File: config.mk
export PLATFORM = sky130hd
export DESIGN_NAME = h6_mul_sequencer_flat
export DESIGN_NICKNAME = d
export VERILOG_FILES = /design/src/rtl/h6_mul_sequencer_if.sv /design/src/rtl/h6_mul_sequencer.sv /design/src/flat_wrapper.sv
export SDC_FILE = /design/constraint.sdc
export NUM_CORES = 1
export LEC_CHECK = 0
export CORE_UTILIZATION = 40
export DETAILED_ROUTE_END_ITERATION = 6
export GPL_ROUTABILITY_DRIVEN = 0
export PLACE_DENSITY = 0.69
export SLEW_MARGIN = 20
export SYNTH_ARGS = -nofsm -noshare
export SYNTH_HDL_FRONTEND = slang
export SYNTH_SLANG_ARGS = --single-unit
File: constraint.sdc
create_clock -name CLK_50 -period 5.95 [get_ports CLK_50]
set_clock_uncertainty 0.15 [all_clocks]
set_input_delay 0.8925 -clock CLK_50 [delete_from_list [all_inputs] [get_ports CLK_50]]
set_output_delay 0.8925 -clock CLK_50 [all_outputs]
set_load 0.01 [all_outputs]
File: src/rtl/h6_mul_sequencer_if.sv
// Control/handshake bundle between the caller, h6_mul_sequencer and H6_module.
// master: the sequencer (drives H6 controls and status, receives start/step_en).
// slave : the caller / H6 side (drives start/step_en, observes everything else).
interface h6_mul_sequencer_if;
    logic       start;
    logic       step_en;
    logic       inTWO;
    logic       inTHREE;
    logic       inFOUR;
    logic       MUL1;
    logic       MUL2_1;
    logic       MUL2_2;
    logic       inQLK;
    logic       ALS_H6_a;
    logic       ALS_H6_q;
    logic       busy;
    logic       done;
    logic [4:0] step_cnt;

    modport master (
        input  start, step_en,
        output inTWO, inTHREE, inFOUR, MUL1, MUL2_1, MUL2_2, inQLK,
               ALS_H6_a, ALS_H6_q, busy, done, step_cnt
    );

    modport slave (
        output start, step_en,
        input  inTWO, inTHREE, inFOUR, MUL1, MUL2_1, MUL2_2, inQLK,
               ALS_H6_a, ALS_H6_q, busy, done, step_cnt
    );
endinterface

File: src/rtl/h6_mul_sequencer.sv
// h6_mul_sequencer: walks H6_module through one full multiply
// (load A, load Q, ITER multiply steps, drive result) from a single start.
// Each op state holds its controls for SETTLE cycles, then pulses inQLK once.
// Optional macro H6_SEQ_SINGLE_STEP_EN: every inQLK pulse and the final done
// wait for a step_en strobe (board debug through a debounced key).
module h6_mul_sequencer #(
    parameter int ITER       = 16,
    parameter int SETTLE     = 2,
    parameter int OUT_CYCLES = 1
) (
    input  logic               CLK_50,
    input  logic               Rst,
    h6_mul_sequencer_if.master bus
);

    typedef enum logic [2:0] {
        S_IDLE,
        S_LOAD_A,
        S_LOAD_Q,
        S_MUL,
        S_OUT
    } state_t;

    localparam logic [3:0] SETTLE_PH = 4'(SETTLE);
    localparam logic [3:0] OUT_LAST  = 4'(OUT_CYCLES - 1);
    localparam logic [4:0] ITER_CNT  = 5'(ITER);

    state_t     state_q, state_d;
    logic [3:0] phase_q, phase_d;
    logic [4:0] step_cnt_q, step_cnt_d;
    logic [2:0] op_q, op_d;
    logic       mul1_q, mul1_d;
    logic       mul2_1_q, mul2_1_d;
    logic       qlk_arm_q, qlk_arm_d;
    logic       als_q, als_d;
    logic       busy_q, busy_d;
    logic       done_arm_q, done_arm_d;
    logic       pulse_ok;

`ifdef H6_SEQ_SINGLE_STEP_EN
    assign pulse_ok = bus.step_en;
`else
    // Free-running: every settle phase fires immediately, step_en has no role.
    logic unused_step_en;
    assign unused_step_en = bus.step_en;
    assign pulse_ok       = 1'b1;
`endif

    // Next state, phase and step count; outputs are decoded from the next
    // state so the registered controls change exactly on phase-0 entry.
    always_comb begin
        state_d    = state_q;
        phase_d    = phase_q;
        step_cnt_d = step_cnt_q;
        unique case (state_q)
            S_IDLE: begin
                if (bus.start) begin
                    state_d    = S_LOAD_A;
                    phase_d    = 4'd0;
                    step_cnt_d = 5'd0;
                end
            end
            S_LOAD_A, S_LOAD_Q, S_MUL: begin
                if (phase_q != SETTLE_PH) begin
                    phase_d = phase_q + 4'd1;
                end else if (pulse_ok) begin
                    phase_d = 4'd0;
                    if (state_q == S_LOAD_A) begin
                        state_d = S_LOAD_Q;
                    end else if (state_q == S_LOAD_Q) begin
                        state_d = S_MUL;
                    end else begin
                        step_cnt_d = step_cnt_q + 5'd1;
                        if (step_cnt_q + 5'd1 == ITER_CNT) begin
                            state_d = S_OUT;
                        end
                    end
                end
            end
            S_OUT: begin
                if (phase_q != OUT_LAST) begin
                    phase_d = phase_q + 4'd1;
                end else if (pulse_ok) begin
                    state_d = S_IDLE;
                    phase_d = 4'd0;
                end
            end
            default: begin
                state_d = S_IDLE;
                phase_d = 4'd0;
            end
        endcase

        op_d       = 3'b000;
        mul1_d     = 1'b0;
        mul2_1_d   = 1'b0;
        als_d      = 1'b0;
        busy_d     = (state_d != S_IDLE);
        qlk_arm_d  = 1'b0;
        done_arm_d = 1'b0;
        unique case (state_d)
            S_LOAD_A: mul1_d = 1'b1;
            S_LOAD_Q: begin
                op_d     = 3'b001;
                mul2_1_d = 1'b1;
            end
            S_MUL:    op_d = 3'b110;
            S_OUT: begin
                op_d  = 3'b110;
                als_d = 1'b1;
            end
            default:  op_d = 3'b000;
        endcase
        if ((state_d == S_LOAD_A || state_d == S_LOAD_Q || state_d == S_MUL) &&
            phase_d == SETTLE_PH) begin
            qlk_arm_d = 1'b1;
        end
        if (state_d == S_OUT && phase_d == OUT_LAST) begin
            done_arm_d = 1'b1;
        end
    end

    // State and registered controls; Rst clears everything at once.
    always_ff @(posedge CLK_50 or posedge Rst) begin
        if (Rst) begin
            state_q    <= S_IDLE;
            phase_q    <= 4'd0;
            step_cnt_q <= 5'd0;
            op_q       <= 3'b000;
            mul1_q     <= 1'b0;
            mul2_1_q   <= 1'b0;
            qlk_arm_q  <= 1'b0;
            als_q      <= 1'b0;
            busy_q     <= 1'b0;
            done_arm_q <= 1'b0;
        end else begin
            state_q    <= state_d;
            phase_q    <= phase_d;
            step_cnt_q <= step_cnt_d;
            op_q       <= op_d;
            mul1_q     <= mul1_d;
            mul2_1_q   <= mul2_1_d;
            qlk_arm_q  <= qlk_arm_d;
            als_q      <= als_d;
            busy_q     <= busy_d;
            done_arm_q <= done_arm_d;
        end
    end

    assign bus.inTWO    = op_q[2];
    assign bus.inTHREE  = op_q[1];
    assign bus.inFOUR   = op_q[0];
    assign bus.MUL1     = mul1_q;
    assign bus.MUL2_1   = mul2_1_q;
    assign bus.MUL2_2   = 1'b0;
    assign bus.inQLK    = qlk_arm_q & pulse_ok;
    assign bus.ALS_H6_a = als_q;
    assign bus.ALS_H6_q = als_q;
    assign bus.busy     = busy_q;
    assign bus.done     = done_arm_q & pulse_ok;
    assign bus.step_cnt = step_cnt_q;

endmodule
File: src/flat_wrapper.sv
// flat-port wrapper written by rule: the top's interface ports become plain ports
module h6_mul_sequencer_flat 
#(
    parameter int ITER       = 16,
    parameter int SETTLE     = 2,
    parameter int OUT_CYCLES = 1
)
  (CLK_50, Rst, bus_start, bus_step_en, bus_inTWO, bus_inTHREE, bus_inFOUR, bus_MUL1, bus_MUL2_1, bus_MUL2_2, bus_inQLK, bus_ALS_H6_a, bus_ALS_H6_q, bus_busy, bus_done, bus_step_cnt);
  h6_mul_sequencer_if bus_i ();
  input  logic CLK_50;
  input  logic Rst;
  input wire logic [$bits(bus_i.start)-1:0] bus_start;
  input wire logic [$bits(bus_i.step_en)-1:0] bus_step_en;
  output wire logic [$bits(bus_i.inTWO)-1:0] bus_inTWO;
  output wire logic [$bits(bus_i.inTHREE)-1:0] bus_inTHREE;
  output wire logic [$bits(bus_i.inFOUR)-1:0] bus_inFOUR;
  output wire logic [$bits(bus_i.MUL1)-1:0] bus_MUL1;
  output wire logic [$bits(bus_i.MUL2_1)-1:0] bus_MUL2_1;
  output wire logic [$bits(bus_i.MUL2_2)-1:0] bus_MUL2_2;
  output wire logic [$bits(bus_i.inQLK)-1:0] bus_inQLK;
  output wire logic [$bits(bus_i.ALS_H6_a)-1:0] bus_ALS_H6_a;
  output wire logic [$bits(bus_i.ALS_H6_q)-1:0] bus_ALS_H6_q;
  output wire logic [$bits(bus_i.busy)-1:0] bus_busy;
  output wire logic [$bits(bus_i.done)-1:0] bus_done;
  output wire logic [$bits(bus_i.step_cnt)-1:0] bus_step_cnt;
  assign bus_i.start = bus_start;
  assign bus_i.step_en = bus_step_en;
  assign bus_inTWO = bus_i.inTWO;
  assign bus_inTHREE = bus_i.inTHREE;
  assign bus_inFOUR = bus_i.inFOUR;
  assign bus_MUL1 = bus_i.MUL1;
  assign bus_MUL2_1 = bus_i.MUL2_1;
  assign bus_MUL2_2 = bus_i.MUL2_2;
  assign bus_inQLK = bus_i.inQLK;
  assign bus_ALS_H6_a = bus_i.ALS_H6_a;
  assign bus_ALS_H6_q = bus_i.ALS_H6_q;
  assign bus_busy = bus_i.busy;
  assign bus_done = bus_i.done;
  assign bus_step_cnt = bus_i.step_cnt;
  h6_mul_sequencer #(.ITER(ITER), .SETTLE(SETTLE), .OUT_CYCLES(OUT_CYCLES)) u_core (.CLK_50(CLK_50), .Rst(Rst), .bus(bus_i));
endmodule
Yosys cells after proc, flatten, opt, wreduce, memory -nomap -nowiden
Index checks and enable logic that the tools add are counted.
Widths: inputs -> output; s select.
{"block": "word_totals", "reg_bits": 21, "output_inout_bits": 16, "word_cells": 61}
{"block": "classes", "addsub": 2, "n_eq_ne": 15, "muxes": 22, "reduce_logical": 12}
{"op": "$mux 5", "count": 4}
{"op": "$mux 3", "count": 6}
{"op": "$eq 3x2->1 const B", "count": 4}
{"op": "$mux 4", "count": 3}
{"op": "$pmux 4 s3", "count": 1}
{"op": "$pmux 5 s2", "count": 1}
{"op": "$pmux 3 s3", "count": 1}
{"op": "$ne 2x2->1 const B", "count": 4}
{"op": "$eq 3x1->1 const B", "count": 2}
{"op": "$eq 3x3->1 const B", "count": 2}
{"op": "$pmux 3 s2", "count": 1}
{"op": "$add 5x1->5 const B", "count": 1}
{"op": "$eq 5x5->1 const B", "count": 1}
{"op": "$mux 1", "count": 5}
{"op": "$reduce_and 5->1", "count": 1}
{"op": "$add 4x1->4 const B", "count": 1}
{"op": "$eq 4x2->1 const B", "count": 1}
{"op": "$logic_not 4->1", "count": 1}
{"op": "$ne 4x2->1 const B", "count": 1}
{"op": "$reduce_bool 4->1", "count": 1}
{"op": "$logic_not 3->1", "count": 1}
{"op": "$reduce_bool 3->1", "count": 1}
{"op": "$reduce_or 3->1", "count": 1}
{"op": "$logic_and 1x1->1", "count": 2}
{"op": "other kinds (3)", "count": 4}

Depth between registers and ports, before layout
Gate-level depths: netlist (run 1).
{"block": "depth", "depth_word": 12, "mapped_depth": 8, "mapped_depth_nobuf": 7}

Least setup slack after synthesis (run 1)
Ideal clock, no wire load.
{"block": "synth_timing", "path_type": "input to register", "start": "in bus_start", "end": "reg u_core.qlk_arm_q, in the netlist u_core.bus.inQLK", "setup_ns": 0.121, "t_arrival_ns": 1.977, "t_required_ns": 5.679, "path_slack_ns": 3.702, "cell_stages": 5, "path_buffers": 0, "path_cell_list": "or4_4 nand3_1 o21ai_1 a311o_1 and4b_1"}
{"block": "synth_between", "elab_chain_len": 7, "elab_cells_between_ends": 12}
{"element": "start, declared", "line": "flat_wrapper.sv:12", "text": "input wire logic [$bits(bus_i.start)-1:0] bus_start;"}
{"element": "$mux 3", "line": "h6_mul_sequencer.sv:57", "text": "if (bus.start) begin"}
{"element": "$pmux 3 s3", "line": "h6_mul_sequencer.sv:55", "text": "unique case (state_q)"}
{"element": "$eq 3x1->1 / $eq 3x2->1 (equally long branches)", "line": "h6_mul_sequencer.sv:114", "text": "if ((state_d == S_LOAD_A || state_d == S_LOAD_Q || state_d == S_MUL) &&"}
{"element": "$logic_or 1x1->1 (2 in a row)", "line": "h6_mul_sequencer.sv:114"}
{"element": "$logic_and 1x1->1 *", "line": "h6_mul_sequencer.sv:114"}
{"element": "$mux 1 *", "line": "h6_mul_sequencer.sv:114"}
{"element": "via u_core.qlk_arm_d", "line": "h6_mul_sequencer.sv:34", "text": "logic qlk_arm_q, qlk_arm_d;"}
{"element": "end signal, assigned", "line": "h6_mul_sequencer.sv:143", "text": "qlk_arm_q <= qlk_arm_d;"}
{"element": "end, declared", "line": "h6_mul_sequencer.sv:34"}
Mark *: on every way through the listed nets, which the timed path passes. The rest lies on a longest branch.
A chain may end at the register's enable or synchronous reset.

Final worst setup path (run 1)
Ends and elaborated chain as after synthesis.

==> results by group, run 1 <==
Run status
  – Status: complete, no violations

Cells and area
  – Non-Filler Instances: 155
  – N_diodes: 0
  – Layout area overhead: 18.3%
  – Share of cells above drive strength 1: 9.60%
  – Final #Nets: 134

Clock network
  – CTS Hold Buffers Added: 0
  – H-tree depth: 1
  – CTS-repair resized insts: 0
  – CTS sink cnt: 20
  – Setup Buffers After CTS: 0
  – TritonCTS clock tree: done
  – Clk slew on worst S/H paths: 110 ps
  – Root Driver: clkbuf_4
  – Worst skew pair latency: 300 ps
  – Clock buffer depth: 2
  – Num CTS Buffers: 3

Critical path
  – Req. time, crit path: 6000 ps
  – CP endpoint kind: flop
  – Critical Path AT: 2520 ps
  – CP max FO: 5
  – Crit start category: primary input
  – Crit path kind: in2reg

Global route
  – Initial antenna violation count: 0
  – Largest net degree at the start of global routing: 21
  – GR Util All Layers: 16.6%
  – Gr ovfl total: 0
  – Global-route wire length before repair: 3.49 mm
  – Vias in the first global route: 786

Timing
  – Worst Tran Pin Value: 725 ps
  – Final worst path period share: 41.5%
  – RSZ-0062 raised after global routing: false
  – Post-layout min period: 2470 ps
  – Setup tns final: 0 ps
  – Rel. slew slack: 51.6%
  – F_max: 0.405 GHz
  – Final Hold Fails: 0
  – Final setup viols: 0
  – Final slew viol count: 0

Yosys
  – Library cells used by synthesis: 41
  – Number of synthesized flops with an enable pin: 0
  – Syn_area_per_cell: 9.98 um2
  – Share of the yosys chip area belonging to registers: 45.2%
  – Mapped Cells: 111
  – Netlist Area Pre-Place: 1110 um2
  – Count leader, synth: dfrtp_1
  – Ys async rst share: 100%
  – Predominant post-synthesis flop cell: dfrtp_1
  – Post-Syn Nets: 119
  – Top-area cell type share of the netlist area: 45.2%
  – Synthesized flop and latch total: 20
  – Most frequent cells after synthesis: dfrtp_1, inv_1, nand2_1, nor2b_1, o21ai_0
  – Main area contributors after synthesis: dfrtp_1, ha_1, nor2b_1, inv_1, nand2_1
  – Synth area leader: dfrtp_1
  – Ys Warns: 0

Die
  – Core area: 2540 um2
  – Initial core utilization: 43.5%
  – Row cnt: 18
  – Die height: 54.6 um
  – Die area: 2980 um2
  – Die Wd: 54.6 um
  – # IOs: 20

Placement
  – HPWL Detailed: 1.50 mm
  – Cell count after placement: 151
  – Port Buf Inserts: 17

Min path
  – HP Class: reg2reg

Route
  – # DRC: 0
  – DR pass1 iterations: 4
  – Wire length per cell: 13.3 um
  – Final WL: 2.06 mm
  – DR vias/cell: 5.57
  – Via count: 864
  – Antenna violation net count after detailed routing: 0
  – DR iter-0 viols: 16

Power and ir drop
  – Pwr Density: 448 nW/um2
  – Worst vdd rail ir drop: 216 uV
  – Pwr Total: 0.587 mW
  – Pleak: 0.550 nW

Flow run
  – Max-Cap Viols: 0
[cell families after synthesis]
group / Yosys count / share of synthesized area, %
AND/OR/NAND/NOR: 42 / 25.0
adder cells (fa/ha/maj): 4 / 4.52
AO/OA/AOI/OAI: 28 / 18.2
other: 1 / 0.339
flip-flops: 20 / 45.2
buffers and inverters: 16 / 6.78
[area by class of cell]
| class | count | area, um2 |
|---|---|---|
| flip-flops and latches | 20 | 500 |
| inverters | 9 | 33.8 |
| clock buffers | 4 | 36.3 |
| repair buffers | 17 | 170 |
| well taps | 30 | 37.5 |
| fillers | 254 | 1230 |
| multi-input cells | 75 | 532 |
[flip-flops by register name (all words and copies together) (netlist names)]
register             cells
u_core.bus.inQLK         1
u_core.op_q              2
u_core.state_q           3
u_core.bus.step_cnt      5
u_core.bus.done          1
u_core.phase_q           4
u_core.bus.busy          1
u_core.bus.MUL2_1        1
u_core.bus.MUL1          1
u_core.bus.ALS_H6_a      1
[worst max-delay path: stages]
cell and delay, ps:
clkdlybuf4s50_1 450, or4_4 470, nand3_1 100, o21ai_1 60
a311o_1 350, and4b_1 200
[report_power, final]
group / total, mW / switching (mW) / internal (mW)
logic: 0.263 / 0.127 / 0.136
clock network: 0.0766 / 0.0393 / 0.0373
registers: 0.248 / 0.0646 / 0.183
total: 0.587 / 0.231 / 0.357
[placed cells by master (no fill, tap or decap), types with 2 or more instances in the layout]
master / n
and4b_1: 2
o31ai_1: 3
dfrtp_1: 20
o21ai_1: 4
nor3b_1: 2
inv_1: 9
ha_1: 4
o31ai_2: 2
nand3_1: 4
nand2_1: 8
nor2b_1: 6
nor2_1: 4
a21oi_1: 4
nor3_1: 2
nand2b_1: 3
clkbuf_4: 3
o21ai_0: 5
clkdlybuf4s50_1: 17
[final timing paths]
path	end	start	slack (ps)	cells after the start
worst max-delay path	u_core.bus.inQLK$_DFF_PP0_	bus_start	3480	6
worst min-delay path	u_core.bus.step_cnt[4]$_DFFE_PP0P_	u_core.bus.step_cnt[4]$_DFFE_PP0P_	370	1
worst max register to register	u_core.bus.done$_DFF_PP0_	u_core.phase_q[0]$_DFF_PP0_	3720	7
worst min register to register	u_core.bus.step_cnt[4]$_DFFE_PP0P_	u_core.bus.step_cnt[4]$_DFFE_PP0P_	370	1
max in group asynchronous	u_core.bus.busy$_DFF_PP0_	Rst	4330	2
min in group asynchronous	u_core.bus.step_cnt[3]$_DFFE_PP0P_	Rst	850	2
[metal layers]
metal | global-route usage (%) | wire length (um) | up-vias
met2 | 27.3 | 976 | 26
met3 | 5.00 | 108 | 2
met1 | 21.1 | 954 | 415
met5 | 0 | 0 | -
li1 | - | - | 421
met4 | 3.85 | 15 | 0
[through the flow]
| stage | area, um2 | setup WS [ps] | util, % | hold WS [ps] |
|---|---|---|---|---|
| after floorplan | 1110 | 3700 | - | 388 |
| after global placement | 1270 | 3180 | 50.0 | 362 |
| after detailed placement | 1270 | 3170 | 50.0 | 358 |
| after CTS | 1310 | 3500 | 51.5 | 382 |
| after global routing | 1310 | 3440 | 51.5 | 412 |
| final | 1310 | 3480 | 51.5 | 374 |
Power figures use the tool's default switching activity.
==> run 2, diff against run 1 <==
==> constraint.sdc (replaced) <==
create_clock -name CLK_50 -period 2.3 [get_ports CLK_50]
set_clock_uncertainty 0.15 [all_clocks]
set_input_delay 0.345 -clock CLK_50 [delete_from_list [all_inputs] [get_ports CLK_50]]
set_output_delay 0.345 -clock CLK_50 [all_outputs]
set_load 0.01 [all_outputs]
==> run 2 against run 1 <==
  * Final cell count rose by 5.8%
  * Worst hold slack got worse by 170 ps
  * Register-to-register slack got worse by 3500 ps
  * Global-route usage rose by 0.87 points
  * Non-clock buffer count rose by 9
  * Highest routed layer unchanged
==> results by group, run 2 (synthesis results as in run 1) <==
Run status
  – Status: complete, no violations

Timing
  – F_max: 0.473 GHz
  – Setup WS post-layout: 184 ps
  – Final worst path period share: 92.0%
  – Final slew viol count: 0
  – Final Hold Fails: 0
  – Final setup viols: 0
  – Setup tns final: 0 ps
  – Post-layout min period: 2120 ps

Route
  – DR vias/cell: 5.49
  – DR pass1 iterations: 4
  – Final WL: 2.22 mm
  – Top sig layer: met4
  – DR iter-0 viols: 31
  – Antenna violation net count after detailed routing: 0
  – DR WL met3: 65 um
  – Via count: 901
  – Wire length per cell: 13.6 um
  – Met2 routed WL: 1.04 mm
  – # DRC: 0
  – M1 WL: 1.10 mm

Clock network
  – Worst skew pair latency: 300 ps
  – H-tree depth: 1
  – TritonCTS clock tree: done
  – Clock buffer depth: 2
  – Clk slew on worst S/H paths: 120 ps
  – Root Driver: clkbuf_4
  – CTS sink cnt: 20
  – Num CTS Buffers: 3

Critical path
  – CP max stage cell: dfrtp_1
  – Reg-to-reg setup timing slack: 180 ps
  – R2r worst-path depth: 7
  – CP endpoint kind: flop
  – Buf+Inv Stages, Crit Path: 1
  – CP max FO: 6
  – Critical path's largest stage delay: 450 ps
  – Crit path kind: reg2reg
  – Req. time, crit path: 2360 ps
  – Crit start category: flop
  – Kind of cell adding the most delay to the critical path: simple AND/OR/NAND/NOR gates
  – Crit path launch: u_core.phase_q[0]$_DFF_PP0_
  – Worst r2r src: u_core.phase_q[0]$_DFF_PP0_
  – R2R Path End: u_core.bus.done$_DFF_PP0_
  – Critical Path AT: 2180 ps
  – Crit path cell chain: inv_1 > ha_1 > nor3b_1 > and3b_2 > o31ai_2 > nand2_1 > nor4bb_2

Cells and area
  – Utilization after layout: 54.4%
  – Most frequent cells in the layout: dfrtp_1, clkdlybuf4s50_1, inv_1, buf_4, nand2_1
  – Non-Filler Instances: 164
  – Layout area overhead: 25.1%
  – Max reg flops: 5
  – Commonest non-fill, non-tap cell in the layout: dfrtp_1
  – Share of cells above drive strength 1: 17.2%
  – N_diodes: 0
  – Final #Nets: 143

Placement
  – Cell count after placement: 158
  – Port Buf Inserts: 17
  – Setup WS pre-CTS: 68.1 ps
  – HPWL Detailed: 1.58 mm

Global route
  – Global-route wire length before repair: 3.66 mm
  – Initial antenna violation count: 0
  – Vias in the first global route: 782
  – Gr ovfl total: 0
  – Largest net degree at the start of global routing: 21
  – GR Util All Layers: 17.5%

Die
  – Die height: 54.6 um
  – Initial core utilization: 43.5%
  – # IOs: 20
  – Core area: 2540 um2
  – Die Wd: 54.6 um
  – Die area: 2980 um2
  – Row cnt: 18

Power and ir drop
  – Pwr Density: 1150 nW/um2
  – Worst vdd rail ir drop: 653 uV
  – Pleak: 0.594 nW
  – Pwr Total: 1.60 mW

Min path
  – HP Class: in2async

Flow run
  – Max-Cap Viols: 0
[run 2: worst register-to-register path, stage by stage (launching register included)]
cell	delay (ps)
dfrtp_1	450
inv_1	100
ha_1	140
nor3b_1	220
and3b_2	290
o31ai_2	310
nand2_1	100
nor4bb_2	270
[run 2: cell type report]
type,count,area (um2)
fillers,230,1160
well taps,30,37.5
flip-flops and latches,20,500
multi-input cells,75,539
clock buffers,4,36.3
repair buffers,26,238
inverters,9,33.8
[run 2: worst max path at each step]
stage                                             to  slack (ps)  depth (start not counted)
final                      u_core.bus.done$_DFF_PP0_         180                          7
after global routing       u_core.bus.done$_DFF_PP0_         -10                          7
after global placement    u_core.bus.inQLK$_DFF_PP0_          90                          6
after floorplan            u_core.bus.busy$_DFF_PP0_         390                          7
after detailed placement  u_core.bus.inQLK$_DFF_PP0_          70                          6
after CTS                  u_core.bus.done$_DFF_PP0_         100                          7
[run 2: routing by layer]
metal	vias to the layer above	global-route usage, %
li1	439	-
met1	441	25.0
met2	19	25.7
met3	2	2.50
met4	0	7.69
met5	-	0
[run 2: report_power, final]
group / switching, mW / internal [mW] / total (mW)
clock network: 0.116 / 0.0966 / 0.212
registers: 0.122 / 0.474 / 0.596
logic: 0.390 / 0.400 / 0.789
[run 2: what timing repair did]
action,4_1_cts,5_1_grt
resized for setup,0,2
hold buffers,0,0
setup buffers,0,2
setup endpoints to repair,0,2
endpoints found under the hold margin,0,0
[run 2: metrics by stage]
stage	hold slack (ps)	instance area, um2
after global routing	231	1390
after floorplan	159	1110
after CTS	202	1360
final	199	1390
after global placement	358	1330
after detailed placement	368	1330
